[src/rtl/multi_nibble_adder_ctrl_if.sv]
// Handshake and operand/result bundle for multi_nibble_adder_ctrl.
// The sub signal exists only when MULTI_NIBBLE_ADDER_SUB_EN is defined.
interface multi_nibble_adder_ctrl_if #(
  parameter int WIDTH = 16
);
  logic             start;
  logic [WIDTH-1:0] a;
  logic [WIDTH-1:0] b;
  logic             input_carry;
`ifdef MULTI_NIBBLE_ADDER_SUB_EN
  logic             sub;
`endif
  logic             ready;
  logic             busy;
  logic             done;
  logic [WIDTH-1:0] sum;
  logic             output_carry;

  modport master (
    output start, a, b, input_carry,
`ifdef MULTI_NIBBLE_ADDER_SUB_EN
    output sub,
`endif
    input  ready, busy, done, sum, output_carry
  );

  modport slave (
    input  start, a, b, input_carry,
`ifdef MULTI_NIBBLE_ADDER_SUB_EN
    input  sub,
`endif
    output ready, busy, done, sum, output_carry
  );
endinterface

[src/rtl/multi_nibble_adder_ctrl.sv]
// Wide adder built from one shared 4-bit slice, one nibble per clock, LSB nibble first.
// Optional subtract mode: define MULTI_NIBBLE_ADDER_SUB_EN.
module four_bit_adder_s (
  input  logic [3:0] i_a,
  input  logic [3:0] i_b,
  input  logic       i_cin,
  output logic [3:0] o_sum,
  output logic       o_cout
);
  assign {o_cout, o_sum} = {1'b0, i_a} + {1'b0, i_b} + {4'd0, i_cin};
endmodule

module multi_nibble_adder_ctrl #(
  parameter int WIDTH = 16
) (
  input  logic                      clk,
  input  logic                      rst_n,
  multi_nibble_adder_ctrl_if.slave  bus
);
  localparam int NIBBLES = WIDTH / 4;
  localparam int IDX_W   = (NIBBLES > 1) ? $clog2(NIBBLES) : 1;

  if ((WIDTH < 4) || ((WIDTH % 4) != 0)) begin : g_width_check
    $error("multi_nibble_adder_ctrl: WIDTH must be a multiple of 4 and at least 4");
  end

  typedef enum logic [1:0] {
    ST_IDLE = 2'd0,
    ST_RUN  = 2'd1,
    ST_DONE = 2'd2
  } state_t;

  state_t             r_state;
  state_t             w_state_nxt;
  logic [WIDTH-1:0]   r_a;
  logic [WIDTH-1:0]   r_b;
  logic [IDX_W-1:0]   r_idx;
  logic               r_carry;
  logic [WIDTH-1:0]   r_sum;
  logic               r_ocarry;
  logic               r_ready;
  logic               r_busy;
  logic               r_done;

  logic               w_accept;
  logic               w_last;
  logic [WIDTH-1:0]   w_cap_b;
  logic               w_cap_cin;
  logic [3:0]         w_slice_a;
  logic [3:0]         w_slice_b;
  logic [3:0]         w_slice_sum;
  logic               w_slice_cout;

`ifdef MULTI_NIBBLE_ADDER_SUB_EN
  // Subtract as a + ~b + 1; input_carry is ignored in that mode.
  assign w_cap_b   = bus.sub ? ~bus.b : bus.b;
  assign w_cap_cin = bus.sub ? 1'b1 : bus.input_carry;
`else
  assign w_cap_b   = bus.b;
  assign w_cap_cin = bus.input_carry;
`endif

  assign w_accept  = (r_state == ST_IDLE) && bus.start;
  assign w_last    = (r_idx == IDX_W'(NIBBLES - 1));
  assign w_slice_a = r_a[{r_idx, 2'b00} +: 4];
  assign w_slice_b = r_b[{r_idx, 2'b00} +: 4];

  four_bit_adder_s u_slice (
    .i_a    (w_slice_a),
    .i_b    (w_slice_b),
    .i_cin  (r_carry),
    .o_sum  (w_slice_sum),
    .o_cout (w_slice_cout)
  );

  // Next-state decode for the IDLE -> RUN -> DONE sequence.
  always_comb begin
    w_state_nxt = r_state;
    case (r_state)
      ST_IDLE: begin
        if (bus.start) w_state_nxt = ST_RUN;
        else           w_state_nxt = ST_IDLE;
      end
      ST_RUN: begin
        if (w_last) w_state_nxt = ST_DONE;
        else        w_state_nxt = ST_RUN;
      end
      ST_DONE: w_state_nxt = ST_IDLE;
      default: w_state_nxt = ST_IDLE;
    endcase
  end

  // State register with status flags registered from the next state.
  always_ff @(posedge clk or negedge rst_n) begin
    if (!rst_n) begin
      r_state <= ST_IDLE;
      r_ready <= 1'b1;
      r_busy  <= 1'b0;
      r_done  <= 1'b0;
    end else begin
      r_state <= w_state_nxt;
      r_ready <= (w_state_nxt == ST_IDLE);
      r_busy  <= (w_state_nxt == ST_RUN);
      r_done  <= (w_state_nxt == ST_DONE);
    end
  end

  // Operand capture and nibble-serial accumulation of the result.
  always_ff @(posedge clk or negedge rst_n) begin
    if (!rst_n) begin
      r_a      <= {WIDTH{1'b0}};
      r_b      <= {WIDTH{1'b0}};
      r_idx    <= {IDX_W{1'b0}};
      r_carry  <= 1'b0;
      r_sum    <= {WIDTH{1'b0}};
      r_ocarry <= 1'b0;
    end else begin
      case (r_state)
        ST_IDLE: begin
          if (w_accept) begin
            r_a     <= bus.a;
            r_b     <= w_cap_b;
            r_carry <= w_cap_cin;
            r_idx   <= {IDX_W{1'b0}};
            r_sum   <= {WIDTH{1'b0}};
          end
        end
        ST_RUN: begin
          r_sum[{r_idx, 2'b00} +: 4] <= w_slice_sum;
          r_carry                    <= w_slice_cout;
          r_idx                      <= r_idx + IDX_W'(1);
          if (w_last) r_ocarry <= w_slice_cout;
        end
        default: begin
        end
      endcase
    end
  end

  assign bus.ready        = r_ready;
  assign bus.busy         = r_busy;
  assign bus.done         = r_done;
  assign bus.sum          = r_sum;
  assign bus.output_carry = r_ocarry;
endmodule

[src/flat_wrapper.sv]
// flat-port wrapper written by rule: the top's interface ports become plain ports
module multi_nibble_adder_ctrl_flat 
#(
  parameter int WIDTH = 16
)
  (clk, rst_n, bus_start, bus_a, bus_b, bus_input_carry, bus_ready, bus_busy, bus_done, bus_sum, bus_output_carry);
  multi_nibble_adder_ctrl_if #(.WIDTH(WIDTH)) bus_i ();
  input  logic clk;
  input  logic rst_n;
  input wire logic [$bits(bus_i.start)-1:0] bus_start;
  input wire logic [$bits(bus_i.a)-1:0] bus_a;
  input wire logic [$bits(bus_i.b)-1:0] bus_b;
  input wire logic [$bits(bus_i.input_carry)-1:0] bus_input_carry;
  output wire logic [$bits(bus_i.ready)-1:0] bus_ready;
  output wire logic [$bits(bus_i.busy)-1:0] bus_busy;
  output wire logic [$bits(bus_i.done)-1:0] bus_done;
  output wire logic [$bits(bus_i.sum)-1:0] bus_sum;
  output wire logic [$bits(bus_i.output_carry)-1:0] bus_output_carry;
  assign bus_i.start = bus_start;
  assign bus_i.a = bus_a;
  assign bus_i.b = bus_b;
  assign bus_i.input_carry = bus_input_carry;
  assign bus_ready = bus_i.ready;
  assign bus_busy = bus_i.busy;
  assign bus_done = bus_i.done;
  assign bus_sum = bus_i.sum;
  assign bus_output_carry = bus_i.output_carry;
  multi_nibble_adder_ctrl #(.WIDTH(WIDTH)) u_core (.clk(clk), .rst_n(rst_n), .bus(bus_i));
endmodule
[config.mk]
export PLATFORM = sky130hd
export DESIGN_NAME = multi_nibble_adder_ctrl_flat
export DESIGN_NICKNAME = d
export VERILOG_FILES = /design/src/rtl/multi_nibble_adder_ctrl_if.sv /design/src/rtl/multi_nibble_adder_ctrl.sv /design/src/flat_wrapper.sv
export SDC_FILE = /design/constraint.sdc
export NUM_CORES = 1
export LEC_CHECK = 0
export CAP_MARGIN = 10
export CORE_ASPECT_RATIO = 1.75
export CORE_UTILIZATION = 30
export DETAILED_ROUTE_END_ITERATION = 8
export PLACE_DENSITY_LB_ADDON = 0.2
export REMOVE_ABC_BUFFERS = 1
export SLEW_MARGIN = 10
export SYNTH_ARGS = -nofsm -noshare
export SYNTH_HDL_FRONTEND = slang
export SYNTH_SLANG_ARGS = --single-unit
export TNS_END_PERCENT = 100
[constraint.sdc]
create_clock -name clk -period 4.7 [get_ports clk]
set_clock_uncertainty 0.2 [all_clocks]
set_input_delay 0.94 -clock clk [delete_from_list [all_inputs] [get_ports clk]]
set_output_delay 0.94 -clock clk [all_outputs]
set_load 0.05 [all_outputs]
After elaboration in Yosys (flattened, before gate mapping) --
Index checks and enable logic that the tools add are counted.
Cells by class: shift operators 4, reduce and logical (&&, ||, !) cells 7, $add $sub $neg 4, muxes and demuxes 10, equal/unequal tests 5
Operators with widths (number):
- 16-bit case mux with 2 select lines | 1
- 16-bit by 5-bit variable part select with 4-bit output | 2
- 16-bit bitwise mux | 1
- 16-bit two-way mux | 1
- 4-bit by 6-bit variable shift with 16-bit output, first input constant | 1
- 4-bit by 6-bit variable part select with 16-bit output | 1
- 2-bit case mux with 2 select lines | 2
- 4-bit negation with 6-bit output | 1
- 2-bit AND reduction | 3
- 4-bit by 4-bit adder with 5-bit output | 1
- 5-bit by 1-bit adder with 5-bit output | 1
- 2-bit by 1-bit == test with 1-bit output, second input constant | 2
- 2-bit == test, second input constant | 2
- 2-bit logical NOT | 2
- 2-bit two-way mux | 2
- 2-bit by 1-bit adder with 2-bit output, second input constant | 1
- 1-bit two-way mux | 2
- 2-bit by 1-bit inequality test with 1-bit output, second input constant | 1
- 1-bit case mux with 2 select lines | 1
- 2-bit nonzero test | 1
- 1-bit logical AND | 1
Word-level totals: word-level logic and storage cells 40, input port bits 36, register bits 57, output and inout port bits 20

Depth between registers and ports, before layout --
Gate-level depths: netlist of the first run.
word-level depth 6, mapped depth 9, depth with buffers taken out 8

Modules after synthesis --
From an unflattened synthesis of the first run, not the netlist that was laid out.
Second synthesis, totals: cell total of the unflattened synthesis 177, area total of the unflattened synthesis 2647.5 µm²
Modules (own cells, without submodules):
- multi_nibble_adder_ctrl | instances 1, cells an instance 161, area an instance 2503.7 µm², seq. area each 1427.6 µm²
- four_bit_adder_s | instances 1, cells an instance 16, area an instance 143.9 µm², seq. area each 0.0 µm²

Worst setup path after synthesis of the first run --
No wires, ideal clock.
path kind reg2reg, from register u_core.r_idx[0], to register u_core.r_ocarry, in the netlist u_core.bus.output_carry, arrival time 2.336 ns, period minus slack after synthesis 2.663 ns, data required time 4.372 ns, setup time 0.128 ns, path slack 2.037 ns, cell stages (with the launch flop) 10, buffers on the path 1, path through dfrtp_1 > buf_6 > mux4_1 > fa_1 > inv_1 > fa_1 > inv_1 > a21o_1 > a21oi_1 > o21ai_0
Between the ends: cells in the longest elaborated chain, start to end 3, elaborated cells on any way between the ends 6, classes of those cells 2 x add/sub; 1 x eq/ne; 2 x shift; 1 x reduce/logical
RTL lines:
- start, declared | line multi_nibble_adder_ctrl.sv:37 | logic [IDX_W-1:0] r_idx;
- start signal, assigned | line multi_nibble_adder_ctrl.sv:113 | r_idx <= {IDX_W{1'b0}};
- start signal, assigned | line multi_nibble_adder_ctrl.sv:124 | r_idx <= {IDX_W{1'b0}};
- start signal, assigned | line multi_nibble_adder_ctrl.sv:131 | r_idx <= r_idx + IDX_W'(1);
- 16-bit by 5-bit variable part select with 4-bit output (on tied branches) | line multi_nibble_adder_ctrl.sv:65, multi_nibble_adder_ctrl.sv:66
- 4-bit by 4-bit adder with 5-bit output | line multi_nibble_adder_ctrl.sv:10 | assign {o_cout, o_sum} = {1'b0, i_a} + {1'b0, i_b} + {4'd0, i_cin};
- 5-bit by 1-bit adder with 5-bit output | line multi_nibble_adder_ctrl.sv:10
- end signal, assigned | line multi_nibble_adder_ctrl.sv:132 | if (w_last) r_ocarry <= w_slice_cout;
- end, declared | line multi_nibble_adder_ctrl.sv:40 | logic r_ocarry;
Parallel ways exist; a longest one is shown, timed or not. A chain may end at the register's enable or synchronous reset.

Final worst setup path of the first run --
Ends and elaborated chain as after synthesis.

==> flow_summary.json, run 1 <==
{
  "relSlewSlack_pct": 45.6,
  "synthArstFlopShare_pct": 100,
  "pwr-share-comb_pct": 51.1,
  "fin_crit_sh_pct": 64.4,
  "fmaxAchievable_mhz": 330,
  "path_max_fanout": 16,
  "power.share.sequential_pct": 30.1,
  "grt_start_max_net_pins": 33,
  "cts_max_level": 3,
  "peakVddDrop_v": 0.000319,
  "worstPathArrival_ns": 3.02,
  "post_cts_buffers": 0,
  "finalHoldViolCount": 0,
  "synth_edf_count": 0,
  "sw_frac_of_total_pct": 39.3,
  "clockBufferDepth": 2,
  "num_vias": 1640,
  "portBuffers": 55,
  "setup_viol": 0,
  "seq_area_frac_synth_pct": 50.7,
  "rsz0062_at_grt": "no",
  "synth_flop_cell": "dfrtp_1",
  "mostFrequentLayoutCells": "dfrtp_1, clkdlybuf4s50_1, mux2_4",
  "leakage_uw": 0.00163,
  "synthTopCellsByArea": "dfrtp_1, mux2_4, a22o_1",
  "n_fill_cell": 916,
  "area.sequential_mm2": 0.00143,
  "syn2layout_area_growth_pct": 30.8,
  "synth_top_area_share_pct": 49.8,
  "cts_root_buf": "clkbuf_16",
  "die_y_um": 130,
  "first_iter_violations": 34,
  "synth_seq_cells": 57,
  "worst_slew_pin_slew_ns": 0.817,
  "synth.largest_area_cell": "dfrtp_1",
  "numCtsBuffers": 9,
  "wl_mm": 5.50,
  "grt_usage_pct": 12.9,
  "grt_pass1_wl_mm": 8.98,
  "drc": 0,
  "viasPerCell": 4.56,
  "antenna_found_initial": 0,
  "powerDensity_mw_per_mm2": 820,
  "nets": 280,
  "yosys_warnings": 0,
  "cts.sinks": 57,
  "startpoint_type": "register",
  "grt_overflow": 0,
  "synth_area_mm2": 0.00281,
  "p_int_uw": 1830,
  "power.switching_uw": 1180,
  "critPathKind": "reg2reg",
  "ctsHoldBuffers": 0,
  "period_needed_ns": 3.03,
  "setup_slack_ns": 1.67,
  "final.setup.tns_ns": 0,
  "routabilityCongestion": 0.757,
  "drive_above_1_share_pct": 26.7,
  "tritoncts": "done",
  "rows": 46,
  "core_area_mm2": 0.00909,
  "final_common_cell": "dfrtp_1",
  "die_x_um": 75.2,
  "synthCells": 175,
  "clockPowerShare_pct": 18.9,
  "insertion_delay_ns": 0.32,
  "multi_input_area_mm2": 0.00125,
  "cp-end-kind": "register",
  "hold_class": "reg2reg",
  "cts_resized": 0,
  "die_area_mm2": 0.00979,
  "antenna_cells": 0,
  "dp_hpwl_mm": 4.14,
  "wire_per_inst_um": 15.3,
  "cp.required_ns": 4.69,
  "grt_pass1_vias": 1759,
  "synth_cell_types": 30,
  "io_pins": 56,
  "avgSynthCellArea_um2": 16.1,
  "initial_utilization_pct": 30.9,
  "pre_cts_ws_ns": 1.63,
  "outcome": "finished clean",
  "drv_cap": 0,
  "slew_viol_final": 0,
  "path_clk_slew_ns": 0.05,
  "ant_nets": 0,
  "first_pass_iters": 4
}
## power groups by stage
stage	registers [µW]	clock network, µW	logic [µW]
final	908	569	1540
after global routing	942	613	1670
after CTS	918	586	1570
after detailed placement	922	0	1560
after global placement	919	0	1550
after floorplan	1060	0	983
## routing by layer
layer / vias up / track usage, % / routed length [µm]
li1: 760 / - / -
met1: 826 / 14.1 / 2130
met2: 44 / 22.1 / 3030
met3: 10 / 3.55 / 214
met4: 0 / 6.86 / 127
met5: - / 0 / 0
## worst paths after layout
check                                               from                             endpoint  slack, ns  depth (start not counted)
max in group asynchronous                          rst_n           u_core.r_a[12]$_DFFE_PN0P_       3.02                          2
hold / removal             u_core.bus.sum[1]$_DFFE_PN0P_        u_core.bus.sum[1]$_DFFE_PN0P_       0.30                          1
min in group asynchronous                          rst_n          u_core.r_state[1]$_DFF_PN0_       0.48                          1
hold reg to reg            u_core.bus.sum[1]$_DFFE_PN0P_        u_core.bus.sum[1]$_DFFE_PN0P_       0.30                          1
setup reg to reg             u_core.r_idx[0]$_DFFE_PN0P_  u_core.bus.output_carry$_DFFE_PN0P_       1.67                          8
setup / recovery             u_core.r_idx[0]$_DFFE_PN0P_  u_core.bus.output_carry$_DFFE_PN0P_       1.67                          8
## critical path, cell delays in order, from the launching register on
cell and delay [ns]:
dfrtp_1 0.87, mux4_1 0.66, fa_1 0.39, inv_1 0.08
fa_1 0.19, inv_1 0.05, a21o_1 0.18, a21oi_1 0.18
o21ai_0 0.10
## stage by stage
step	power, µW	utilization, %	std cells	area [µm²]	hold WS, ns
floorplan	2040	-	168	2720	0.273
global placement	2470	37.6	344	3420	0.290
detailed placement	2480	37.6	344	3420	0.292
CTS	3080	40.5	360	3680	0.302
global route	3230	40.5	360	3680	0.312
finish	3020	40.5	360	3680	0.301
## cell type report
cell class / count / share of cell area (%)
Clock buffer: 16 / 7.10
Timing Repair Buffer: 56 / 15.0
Inverter: 10 / 1.02
Tap cell: 120 / 4.08
Multi-Input combinational cell: 101 / 34.0
Sequential cell: 57 / 38.8
## registers in the layout, indices dropped and copies added, names as in the netlist, 2 cells and up
name / count
u_core.r_b: 16
u_core.bus.sum: 16
u_core.r_state: 2
u_core.r_a: 16
u_core.r_idx: 2
## synth_stat cells (2+ instances only)
master,n
xnor2_1,2
a21oi_1,5
mux4_1,4
mux4_2,4
mux2_2,2
nand2_1,8
dfrtp_1,56
o21ai_0,3
nand2b_4,2
a22o_1,16
a21o_2,4
buf_6,3
inv_1,9
a21o_1,2
ha_1,7
nor4b_4,2
mux2_4,30
buf_12,3
fa_1,2
## cells by family after synthesis
logic type / count (synthesis) / synth area share, %
compound gates: 32 / 8.76
xor+xnor: 2 / 0.623
fa+ha+maj: 9 / 4.54
buf+inv: 17 / 4.80
flops: 57 / 50.7
mux: 40 / 23.7
simple gates: 18 / 6.80
Note: power is estimated with default switching activity, not from simulation.
==> run 2: changes to the inputs <==
- clock period: 4.7 -> 2.6 ns (I/O delays scaled with it)
==> flow_summary.json, run 2 (synthesized netlist as in run 1, its figures left out) <==
{
  "outcome": "finished clean",
  "grt_usage_pct": 13.5,
  "antenna_cells": 0,
  "path_max_fanout": 5,
  "io_pins": 56,
  "die_x_um": 75.2,
  "first_iter_violations": 70,
  "numCtsBuffers": 9,
  "grt_pass1_wl_mm": 9.23,
  "min_from": "u_core.bus.sum[10]$_DFFE_PN0P_",
  "setup_viol": 0,
  "cpPeakStageDelay_ns": 0.57,
  "syn2layout_area_growth_pct": 35.6,
  "startpoint_type": "register",
  "drive_above_1_share_pct": 33.3,
  "stdcell_area_mm2": 0.00382,
  "wire_per_inst_um": 15.6,
  "wl_mm": 5.75,
  "path_clk_slew_ns": 0.05,
  "post-place-cells": 351,
  "tritoncts": "done",
  "placed_cell_area_mm2": 0.00350,
  "final_common_cell": "dfrtp_1",
  "powerDensity_mw_per_mm2": 1540,
  "relSlewSlack_pct": 65.9,
  "power_uw": 5860,
  "rows": 46,
  "leakage_uw": 0.00171,
  "first_pass_iters": 4,
  "mostFrequentLayoutCells": "dfrtp_1, clkdlybuf4s50_1, mux2_4",
  "reg2regPathDepth": 7,
  "grt_start_max_net_pins": 27,
  "n_fill_cell": 897,
  "worst_slew_pin_slew_ns": 0.509,
  "worstPathCellList": "buf_4 > mux4_1 > ha_1 > a21o_1 > a21oi_2 > xnor2_2 > a22o_1",
  "drv_cap": 0,
  "worstReg2RegEnd": "u_core.bus.sum[11]$_DFFE_PN0P_",
  "cp.required_ns": 2.62,
  "viasPerCell": 4.51,
  "fmaxAchievable_mhz": 408,
  "worstPathArrival_ns": 2.47,
  "grt_overflow": 0,
  "critPathSlowestCell": "mux4_1",
  "rsz0062_at_grt": "no",
  "finalHoldViolCount": 0,
  "cts_max_level": 3,
  "cp-end-kind": "register",
  "die_y_um": 130,
  "r2r_start": "u_core.r_idx[0]$_DFFE_PN0P_",
  "whs_path_depth": 1,
  "critPathBufInv": 1,
  "antenna_found_initial": 0,
  "core_area_mm2": 0.00909,
  "min_to": "u_core.bus.sum[10]$_DFFE_PN0P_",
  "drc": 0,
  "rrSetupSlack_ns": 0.15,
  "nets": 290,
  "clockBufferDepth": 2,
  "insertion_delay_ns": 0.33,
  "cp_top_family": "compound AO/OA/AOI/OAI gates",
  "routabilityCongestion": 0.741,
  "fin_crit_sh_pct": 94.3,
  "cts_root_buf": "clkbuf_16",
  "cts.sinks": 57,
  "ant_nets": 0,
  "peakVddDrop_v": 0.000595,
  "hold_class": "reg2reg",
  "die_area_mm2": 0.00979,
  "period_needed_ns": 2.45,
  "critPathKind": "reg2reg",
  "layoutNonFillerInstCount": 369,
  "num_vias": 1665,
  "dp_hpwl_mm": 4.44,
  "initial_utilization_pct": 30.9,
  "grt_pass1_vias": 1794,
  "slew_viol_final": 0,
  "portBuffers": 55
}
==> run 2: power by group <==
group | leakage, µW | switching, µW | internal [µW] | total [µW]
registers | 0.000705 | 285 | 1300 | 1590
clock network | 0.000144 | 391 | 710 | 1100
logic | 0.000858 | 1620 | 1550 | 3170
==> run 2: metrics by stage <==
stage          util [%]  setup WS [ns]  setup TNS (ns)  hold slack [ns]
2_1_floorplan         -         -0.188           -1.53           0.0244
3_3_place_gp       38.5        -0.0381          -0.117            0.216
3_5_place_dp       38.5        -0.0536          -0.161            0.211
4_1_cts            41.7         0.0271               0            0.303
5_1_grt            42.0         0.0407               0            0.311
6_report           42.0          0.149               0            0.297
==> run 2: what timing repair did <==
item	CTS	global route
resized for setup	1	4
hold buffers	1	0
endpoints found under the hold margin	9	0
buffers inserted	0	2
setup endpoints to repair	4	10
==> run 2: worst reg2reg max path, stage by stage, from the launching register on <==
cell     delay (ns)
dfrtp_2        0.41
buf_4          0.12
mux4_1         0.57
ha_1           0.31
a21o_1         0.19
a21oi_2        0.17
xnor2_2        0.13
a22o_1         0.23
==> run 2: layout make-up <==
class	instances	area (µm²)	area share, %
Sequential cell	57	1430	37.4
Timing Repair Buffer	66	656	17.2
Clock inverter	3	15.0	0.393
Multi-Input combinational cell	101	1260	33.1
Tap cell	120	150	3.93
Clock buffer	12	267	6.98
Inverter	10	37.5	0.984
==> run 2: layer usage <==
metal	up-vias	global-route usage (%)	part of all wire [%]	wire length, µm
li1	784	-	-	-
met1	824	14.4	39	2240
met2	45	22.9	55	3150
met3	12	3.55	3.5	204
met4	0	8.82	2.7	156
met5	-	0	0	0
==> run 2: how the worst max path moves through the flow <==
stage | cells after the start | to | start | slack [ns]
6_report | 7 | u_core.bus.sum[11]$_DFFE_PN0P_ | u_core.r_idx[0]$_DFFE_PN0P_ | 0.15
5_1_grt | 8 | u_core.bus.output_carry$_DFFE_PN0P_ | u_core.r_idx[0]$_DFFE_PN0P_ | 0.04
4_1_cts | 8 | u_core.bus.output_carry$_DFFE_PN0P_ | u_core.r_idx[0]$_DFFE_PN0P_ | 0.03
3_5_place_dp | 6 | u_core.bus.sum[11]$_DFFE_PN0P_ | u_core.r_idx[0]$_DFFE_PN0P_ | -0.05
3_3_place_gp | 6 | u_core.bus.sum[3]$_DFFE_PN0P_ | u_core.r_idx[0]$_DFFE_PN0P_ | -0.04
2_1_floorplan | 8 | u_core.bus.output_carry$_DFFE_PN0P_ | u_core.r_idx[0]$_DFFE_PN0P_ | -0.19
==> run 3: changes to the inputs <==
- CAP_MARGIN: 10 -> 30
==> results of run 3 <==
Final layout, timing and power as in run 2 (identical DEF).
